===== src/rtl/serv_bus_pkg.sv =====
// Shared encodings and types for the SERV ibus/dbus arbiter onto one Wishbone master.
package serv_bus_pkg;

  localparam logic [1:0] IDLE  = 2'd0;
  localparam logic [1:0] GNT_I = 2'd1;
  localparam logic [1:0] GNT_D = 2'd2;

  localparam logic [7:0] TIMEOUT_DEF = 8'd255;

  typedef struct packed {
    logic [31:0] adr;
    logic [31:0] dat;
    logic [3:0]  sel;
    logic        we;
  } wb_req_t;

endpackage


===== src/rtl/serv_bus_wdog.sv =====
// Grant watchdog: counts stalled grant cycles and flags when the limit is reached.
module serv_bus_wdog (
  input  logic       clk,
  input  logic       rst,
  input  logic       clr,
  input  logic       en,
  input  logic [7:0] limit,
  output logic       expired
);

  logic [7:0] cnt_q, cnt_d;

  // Holds at the limit so a missed consumer never sees the counter wrap.
  always_comb begin
    cnt_d = cnt_q;
    if (clr)
      cnt_d = '0;
    else if (en && cnt_q != limit)
      cnt_d = cnt_q + 8'd1;
  end

  always_ff @(posedge clk) begin
    if (rst) cnt_q <= '0;
    else     cnt_q <= cnt_d;
  end

  assign expired = (cnt_q == limit);

endmodule


===== src/rtl/serv_bus_sched.sv =====
// Round-robin arbiter of SERV ibus/dbus onto a single Wishbone master port.
// Optional grant timeout enabled by defining SERV_BUS_TIMEOUT_EN.
module serv_bus_sched
  import serv_bus_pkg::*;
#(
  parameter logic [7:0] TIMEOUT = TIMEOUT_DEF
) (
  input  logic        i_clk,
  input  logic        i_rst,
  input  logic [31:0] i_ibus_adr,
  input  logic        i_ibus_cyc,
  output logic [31:0] o_ibus_rdt,
  output logic        o_ibus_ack,
  input  logic [31:0] i_dbus_adr,
  input  logic [31:0] i_dbus_dat,
  input  logic [3:0]  i_dbus_sel,
  input  logic        i_dbus_we,
  input  logic        i_dbus_cyc,
  output logic [31:0] o_dbus_rdt,
  output logic        o_dbus_ack,
  output logic [31:0] o_wb_adr,
  output logic [31:0] o_wb_dat,
  output logic [3:0]  o_wb_sel,
  output logic        o_wb_we,
  output logic        o_wb_cyc,
  input  logic [31:0] i_wb_rdt,
  input  logic        i_wb_ack,
  output logic        o_timeout
);

  logic [1:0] state_q, state_d;
  logic       last_d_q, last_d_d;
  logic       wb_cyc_q, wb_cyc_d;

  logic    gnt_i, gnt_d, in_gnt, owner_cyc;
  logic    wb_ack, tmo, done;
  wb_req_t wb;

  assign gnt_i     = (state_q == GNT_I);
  assign gnt_d     = (state_q == GNT_D);
  assign in_gnt    = gnt_i | gnt_d;
  assign owner_cyc = (gnt_i & i_ibus_cyc) | (gnt_d & i_dbus_cyc);

  // A reset cycle swallows any slave ack so an aborted transfer never completes.
  assign wb_ack = in_gnt & i_wb_ack & ~i_rst;

`ifdef SERV_BUS_TIMEOUT_EN
  logic wd_expired;

  serv_bus_wdog u_wdog (
    .clk     (i_clk),
    .rst     (i_rst),
    .clr     (~in_gnt),
    .en      (in_gnt & ~i_wb_ack),
    .limit   (TIMEOUT),
    .expired (wd_expired)
  );

  // A real ack on the expiry cycle wins over the synthetic one.
  assign tmo = in_gnt & owner_cyc & wd_expired & ~i_wb_ack & ~i_rst;
`else
  logic [7:0] unused_timeout;
  assign unused_timeout = TIMEOUT;
  assign tmo = 1'b0;
`endif

  assign done = wb_ack | tmo;

  always_comb begin
    state_d  = state_q;
    last_d_d = last_d_q;
    case (state_q)
      IDLE: begin
        if (i_ibus_cyc && i_dbus_cyc)
          state_d = last_d_q ? GNT_I : GNT_D;
        else if (i_ibus_cyc)
          state_d = GNT_I;
        else if (i_dbus_cyc)
          state_d = GNT_D;
      end
      GNT_I: begin
        if (done) begin
          state_d  = IDLE;
          last_d_d = 1'b0;
        end else if (!i_ibus_cyc) begin
          state_d = IDLE;
        end
      end
      GNT_D: begin
        if (done) begin
          state_d  = IDLE;
          last_d_d = 1'b1;
        end else if (!i_dbus_cyc) begin
          state_d = IDLE;
        end
      end
      default: state_d = IDLE;
    endcase
    wb_cyc_d = (state_d != IDLE);
  end

  always_ff @(posedge i_clk) begin
    if (i_rst) begin
      state_q  <= IDLE;
      last_d_q <= 1'b0;
      wb_cyc_q <= 1'b0;
    end else begin
      state_q  <= state_d;
      last_d_q <= last_d_d;
      wb_cyc_q <= wb_cyc_d;
    end
  end

  always_comb begin
    wb = '0;
    if (gnt_i) begin
      wb.adr = i_ibus_adr;
      wb.sel = 4'hf;
    end else if (gnt_d) begin
      wb.adr = i_dbus_adr;
      wb.dat = i_dbus_dat;
      wb.sel = i_dbus_sel;
      wb.we  = i_dbus_we;
    end
  end

  assign o_wb_adr = wb.adr;
  assign o_wb_dat = wb.dat;
  assign o_wb_sel = wb.sel;
  assign o_wb_we  = wb.we;
  assign o_wb_cyc = wb_cyc_q;

  assign o_ibus_ack = gnt_i & done;
  assign o_dbus_ack = gnt_d & done;
  assign o_ibus_rdt = (gnt_i & wb_ack) ? i_wb_rdt : 32'd0;
  assign o_dbus_rdt = (gnt_d & wb_ack) ? i_wb_rdt : 32'd0;
  assign o_timeout  = tmo;

endmodule


===== config.mk =====
export PLATFORM = sky130hd
export DESIGN_NAME = serv_bus_sched
export DESIGN_NICKNAME = d
export VERILOG_FILES = /design/src/rtl/serv_bus_pkg.sv /design/src/rtl/serv_bus_wdog.sv /design/src/rtl/serv_bus_sched.sv
export SDC_FILE = /design/constraint.sdc
export NUM_CORES = 1
export LEC_CHECK = 0
export BUFFER_PORTS_ARGS = -buffer_cell sky130_fd_sc_hd__buf_2
export CORE_AREA = 2 2 107 109
export CTS_CLUSTER_DIAMETER = 60
export DETAILED_ROUTE_END_ITERATION = 10
export DIE_AREA = 0 0 109 111
export PLACE_DENSITY = 0.48
export SYNTH_ARGS = -nofsm -noshare
export SYNTH_HDL_FRONTEND = slang
export SYNTH_SLANG_ARGS = --single-unit

===== constraint.sdc =====
create_clock -name i_clk -period 3.3 [get_ports i_clk]
set_input_delay 0.825 -clock i_clk [delete_from_list [all_inputs] [get_ports i_clk]]
set_output_delay 0.825 -clock i_clk [all_outputs]
set_load 0.03 [all_outputs]

### Word-level counts from Yosys, hierarchy flattened

Index checks and enable logic that the tools add are counted.
Widths: inputs -> output; s select.

* reduce and logical (&&, ||, !) cells: 5
* bitwise logic cells: 6
* muxes and demuxes: 19
* equality and inequality tests: 4

Operator list (count)
* $mux 32: 4
* $mux 69: 1
* $mux 2: 8
* $pmux 2 s3: 1
* $and 1x1->1: 4
* $mux 4: 1
* $ne 2x1->1 const B: 2
* $reduce_bool 2->1: 2
* $mux 1: 3
* $reduce_and 3->1: 1
* $eq 2x1->1 const B: 1
* $eq 2x2->1 const B: 1
* $logic_not 2->1: 1
* $pmux 1 s2: 1
* $logic_and 1x1->1: 1
* $not 1->1: 1
* $or 1x1->1: 1

* bits in registers: 4
* word-level logic and storage cells: 37
* bits of input ports: 138

### Longest topological paths before layout

* depth in word-level cells: 7
* gate-level depth with buffers: 6
* depth with buffers taken out: 5

### Least setup slack after synthesis

OpenSTA, ideal clock, no wires.

* path kind: input to output
* start: in i_wb_ack
* end: out o_ibus_rdt[22]
* path buffers: 1
* slack: 0.768 ns
* cell stages on the path: 4
* arrival time: 1.707 ns
* required time: 2.475 ns
* cells stage by stage: nand2_2 -> nor3b_4 -> buf_6 -> and2_1

* cells in the longest elaborated chain, start to end: 4

Ends and longest elaborated chain
* start, declared: RTL line serv_bus_sched.sv:27 `input logic i_wb_ack,`
* $and 1x1->1 (2 in a row): RTL line serv_bus_sched.sv:45 `assign wb_ack = in_gnt & i_wb_ack & ~i_rst;`
* $and 1x1->1
* net o_ibus_ack: RTL line serv_bus_sched.sv:13 `output logic o_ibus_ack,`
* $mux 32: RTL line serv_bus_sched.sv:135 `assign o_ibus_rdt = (gnt_i & wb_ack) ? i_wb_rdt : 32'd0;`
* end, declared: RTL line serv_bus_sched.sv:12 `output logic [31:0] o_ibus_rdt,`

The timed path passes the listed nets, and every way through them passes these cells.

### Worst setup path after layout

* start: reg state_q[0]
* end: out o_ibus_rdt[21]

* cells in the longest elaborated chain, start to end: 6
* elaborated cells between the ends (all ways): 7
* those cells by class: eq/ne (2); mux (1); bitwise (4)

Ends and longest elaborated chain
* start, declared: RTL line serv_bus_sched.sv:31 `logic [1:0] state_q, state_d;`
* start signal, assigned: RTL line serv_bus_sched.sv:108 `state_q <= state_d;`
* $eq 2x1->1 or $eq 2x2->1 (tied branches): RTL line serv_bus_sched.sv:39, serv_bus_sched.sv:40
* $or 1x1->1: RTL line serv_bus_sched.sv:41 `assign in_gnt = gnt_i | gnt_d;`
* $and 1x1->1 (2 in a row): RTL line serv_bus_sched.sv:45
* $and 1x1->1 *: RTL line serv_bus_sched.sv:135
* $mux 32 *: RTL line serv_bus_sched.sv:135

Every way passes the cells marked *; elsewhere a longest branch is shown, timed or not.

==> report_table.html <==
<table>
<tr><th>Metric</th><th>Value</th></tr>
<tr><th colspan="2">Clocking</th></tr>
<tr><td>Clock transition at the registers of the reported paths</td><td>30 ps</td></tr>
<tr><td>CTS H-tree depth</td><td>1</td></tr>
<tr><td>Bufs on Longest Clock Path</td><td>2</td></tr>
<tr><td>Post-CTS setup-driven buffer insertion count</td><td>0</td></tr>
<tr><td>Skew-Pair Late Insertion Delay</td><td>220 ps</td></tr>
<tr><td>Root buffer cell</td><td>clkbuf_16</td></tr>
<tr><td>Number of CTS-inserted buffers</td><td>3</td></tr>
<tr><td>Clock sink count</td><td>4</td></tr>
<tr><td>CTS tree</td><td>yes</td></tr>
<tr><th colspan="2">Detailed routing</th></tr>
<tr><td>Number of vias after detailed routing</td><td>2,300</td></tr>
<tr><td>DRC violations left</td><td>0</td></tr>
<tr><td>Post-detailed-route count of antenna-violating nets</td><td>0</td></tr>
<tr><td>First-pass iteration count of the detailed router</td><td>4</td></tr>
<tr><td>Starting DRC count in detailed routing</td><td>48</td></tr>
<tr><td>Final wirelength</td><td>6920 um</td></tr>
<tr><td>Post-detailed-route wirelength per cell</td><td>11.7 um</td></tr>
<tr><td>Vias per Instance</td><td>3.89</td></tr>
<tr><th colspan="2">GRT</th></tr>
<tr><td>Number of global-route vias before repair</td><td>1,971</td></tr>
<tr><td>Global-route wire length before repair</td><td>9430 um</td></tr>
<tr><td>Grt total ovfl</td><td>0</td></tr>
<tr><td>Antenna violations before repair</td><td>0</td></tr>
<tr><td>Pin count of the biggest net entering global routing</td><td>66</td></tr>
<tr><td>Overall global routing resource usage</td><td>9.70%</td></tr>
<tr><th colspan="2">Run status</th></tr>
<tr><td>Outcome</td><td>completed</td></tr>
<tr><th colspan="2">Finish</th></tr>
<tr><td>Synth-to-layout area growth</td><td>107%</td></tr>
<tr><td>Antenna diodes</td><td>0</td></tr>
<tr><td>Final std cell area, no fill</td><td>2890 um^2</td></tr>
<tr><td># nets final</td><td>592</td></tr>
<tr><td>Fill cells</td><td>1,236</td></tr>
<tr><td>Share of cells above drive strength 1</td><td>64.1%</td></tr>
<tr><th colspan="2">Yosys</th></tr>
<tr><td>Most common flop cell mapped by yosys</td><td>dfxtp_1</td></tr>
<tr><td>Portion of the post-synthesis area used by sequential elements</td><td>5.75%</td></tr>
<tr><td>Count of cell types in the netlist</td><td>27</td></tr>
<tr><td>Post-Syn Area</td><td>1390 um^2</td></tr>
<tr><td>Average size of a mapped cell</td><td>7.45 um^2</td></tr>
<tr><td>Number of enable flip-flop cells after synthesis</td><td>0</td></tr>
<tr><td>Most used standard cell by instance count after synthesis</td><td>and2_1</td></tr>
<tr><td>Warnings, synthesis</td><td>0</td></tr>
<tr><td>Post-Synthesis Cells</td><td>187</td></tr>
<tr><td>Proportion of register bits with asynchronous set or reset after synthesis</td><td>0%</td></tr>
<tr><td>Most common library cells after synthesis</td><td>and2_1 (95), a22o_1 (32), buf_6 (9)</td></tr>
<tr><td>Register bit count reported by yosys</td><td>4</td></tr>
<tr><td>Area share of the largest cell type after synthesis</td><td>42.7%</td></tr>
<tr><td>Most area-consuming cells after synthesis</td><td>and2_1 (43%), a22o_1 (20%), buf_6 (7.3%)</td></tr>
<tr><td>Cell accounting for the most synthesized area</td><td>and2_1</td></tr>
<tr><td>Syn_nets</td><td>329</td></tr>
<tr><th colspan="2">Place</th></tr>
<tr><td># port buffers</td><td>273</td></tr>
<tr><td>Final GP Congestion</td><td>0.803</td></tr>
<tr><td>Post-place instance area</td><td>2810 um^2</td></tr>
<tr><td>Placed wire-length estimate</td><td>6040 um</td></tr>
<tr><td>Worst slack at placement</td><td>374 ps</td></tr>
<tr><th colspan="2">Floorplan</th></tr>
<tr><td>Die width</td><td>109 um</td></tr>
<tr><td>Die area</td><td>12,100 um^2</td></tr>
<tr><td>Number of rows created at floorplan</td><td>39</td></tr>
<tr><td>DIE HEIGHT</td><td>111 um</td></tr>
<tr><td>I/O pin count</td><td>275</td></tr>
<tr><td>Initial standard-cell utilization of the core</td><td>12.6%</td></tr>
<tr><td>Core Region</td><td>11,100 um^2</td></tr>
<tr><th colspan="2">Worst setup path</th></tr>
<tr><td>CP required</td><td>2470 ps</td></tr>
<tr><td>Critical Path Sink Type</td><td>output pin</td></tr>
<tr><td>Critical path startpoint category</td><td>flip-flop</td></tr>
<tr><td>Maximum fanout encountered on the critical timing path</td><td>39</td></tr>
<tr><td>Slowest stage cell on the critical path</td><td>dfxtp_1</td></tr>
<tr><td>Most used cell along the critical path</td><td>buf_4</td></tr>
<tr><td>Delay of the slowest cell on the worst path</td><td>440 ps</td></tr>
<tr><td>CP arrival</td><td>2120 ps</td></tr>
<tr><td>Critical path start-end classification</td><td>flip-flop to output pin</td></tr>
<tr><td>Cell chain of the critical path</td><td>ha_1, buf_4, nor3b_4, buf_4, and2_1, buf_2</td></tr>
<tr><th colspan="2">Job</th></tr>
<tr><td>Number of maximum-capacitance violations</td><td>0</td></tr>
<tr><th colspan="2">STA</th></tr>
<tr><td>Max_slew headroom</td><td>57.2%</td></tr>
<tr><td>Final total negative setup slack</td><td>0 ps</td></tr>
<tr><td>Clock Skews</td><td>0.544 ps</td></tr>
<tr><td>Share of the clock period used by the worst path</td><td>89.3%</td></tr>
<tr><td>Worst slew pin tran</td><td>641 ps</td></tr>
<tr><td>Post-route minimum period</td><td>2950 ps</td></tr>
<tr><td>Number of endpoints with negative hold slack in the final report</td><td>0</td></tr>
<tr><td>PnR worst setup slack</td><td>354 ps</td></tr>
<tr><td>Max Freq</td><td>339 MHz</td></tr>
<tr><td>Total of endpoints with negative setup slack in the final report</td><td>0</td></tr>
<tr><td>Final number of max-transition violations</td><td>0</td></tr>
<tr><td>Fin Hold WS</td><td>496 ps</td></tr>
<tr><td>Setup repair after global routing missed its margin</td><td>false</td></tr>
<tr><th colspan="2">Min path</th></tr>
<tr><td>Hold crit path type</td><td>flip-flop to flip-flop</td></tr>
<tr><th colspan="2">Power</th></tr>
<tr><td>PwrDens</td><td>246 nW/um^2</td></tr>
<tr><td>Peak VDD IR</td><td>0.202 mV</td></tr>
<tr><td>Cell leakage power</td><td>0.00192 uW</td></tr>
</table>
[per-stage QoR]
stage / utilization (%) / cells / total power (uW)
floorplan: - / 187 / 362
global placement: 25.4 / 588 / 525
detailed placement: 25.4 / 588 / 528
CTS: 26.0 / 591 / 718
global route: 26.0 / 591 / 749
finish: 26.0 / 591 / 710
[layout by cell type (no fill, tap or decap)]
cell type and instances:
buf_2 273, and2_1 95, a22o_1 32, a21o_1 4, nand2_1 4, ha_1 4, dfxtp_1 4, inv_1 3
and2_2 3, nor2_1 3, clkbuf_16 3, buf_4 3, nor3b_4 2, o21ai_0 2, a32o_1 2, and2b_4 1
nand2_2 1, a2bb2oi_1 1, nor4_1 1, nor3_1 1, o211a_1 1, o2bb2ai_1 1, and2b_1 1, a21o_2 1
a21oi_1 1, conb_1 1
[metal layers]
layer / global-route usage (%) / wire (um)
met5: 0 / 0
met4: 0.769 / 13
met3: 2.29 / 809
met2: 20.2 / 3720
met1: 9.65 / 2380
[critical path, delay by kind of cell (launching register included)]
family                   cells  cell delay (ps)
adder cells (fa/ha/maj)      1              200
buffers and inverters        3              820
flip-flops                   1              440
AND/OR/NAND/NOR              2              410
[path summary, 6_finish.rpt]
kind	start	end	slack, ps	cells after the start
worst max-delay path	state_q[0]	o_ibus_rdt[21]	350	6
worst min register to register	last_d_q	last_d_q	500	2
worst max register to register	state_q[0]	state_q[0]	1650	5
worst min-delay path	last_d_q	last_d_q	500	2
[area by class of cell]
| cell class | instances | area [um^2] | area share, % |
|---|---|---|---|
| clock buffers | 3 | 75.1 | 2.60 |
| multi-input cells | 162 | 1150 | 39.9 |
| repair buffers | 276 | 1390 | 48.1 |
| inverters | 3 | 11.3 | 0.390 |
| well taps | 143 | 179 | 6.20 |
| flip-flops and latches | 4 | 80.1 | 2.78 |
[cells by family (layout without fill, tap and decap cells)]
logic type | count (synthesis) | after routing | synth area share (%)
AO/OA/AOI/OAI | 45 | 45 | 27.4
buffers and inverters | 21 | 282 | 11.8
AND/OR/NAND/NOR | 112 | 112 | 51.2
flip-flops | 4 | 4 | 5.75
other | 1 | 1 | 0.269
adder cells (fa/ha/maj) | 4 | 4 | 3.59
[sequential cells by signal, indices dropped and copies added (netlist names)]
register	cells
last_d_q	1
o_wb_cyc	1
state_q	2
[power by group]
group / switching (uW) / internal, uW / total, uW
sequential: 4.45 / 53.4 / 57.9
combinational: 291 / 174 / 465
clock: 32.1 / 155 / 187
[repair_timing]
item                       in CTS  in global routing
gates resized for setup         0                  1
hold buffers                    0                  0
setup endpoints to repair       0                 50
(Power assumes the default switching activity.)
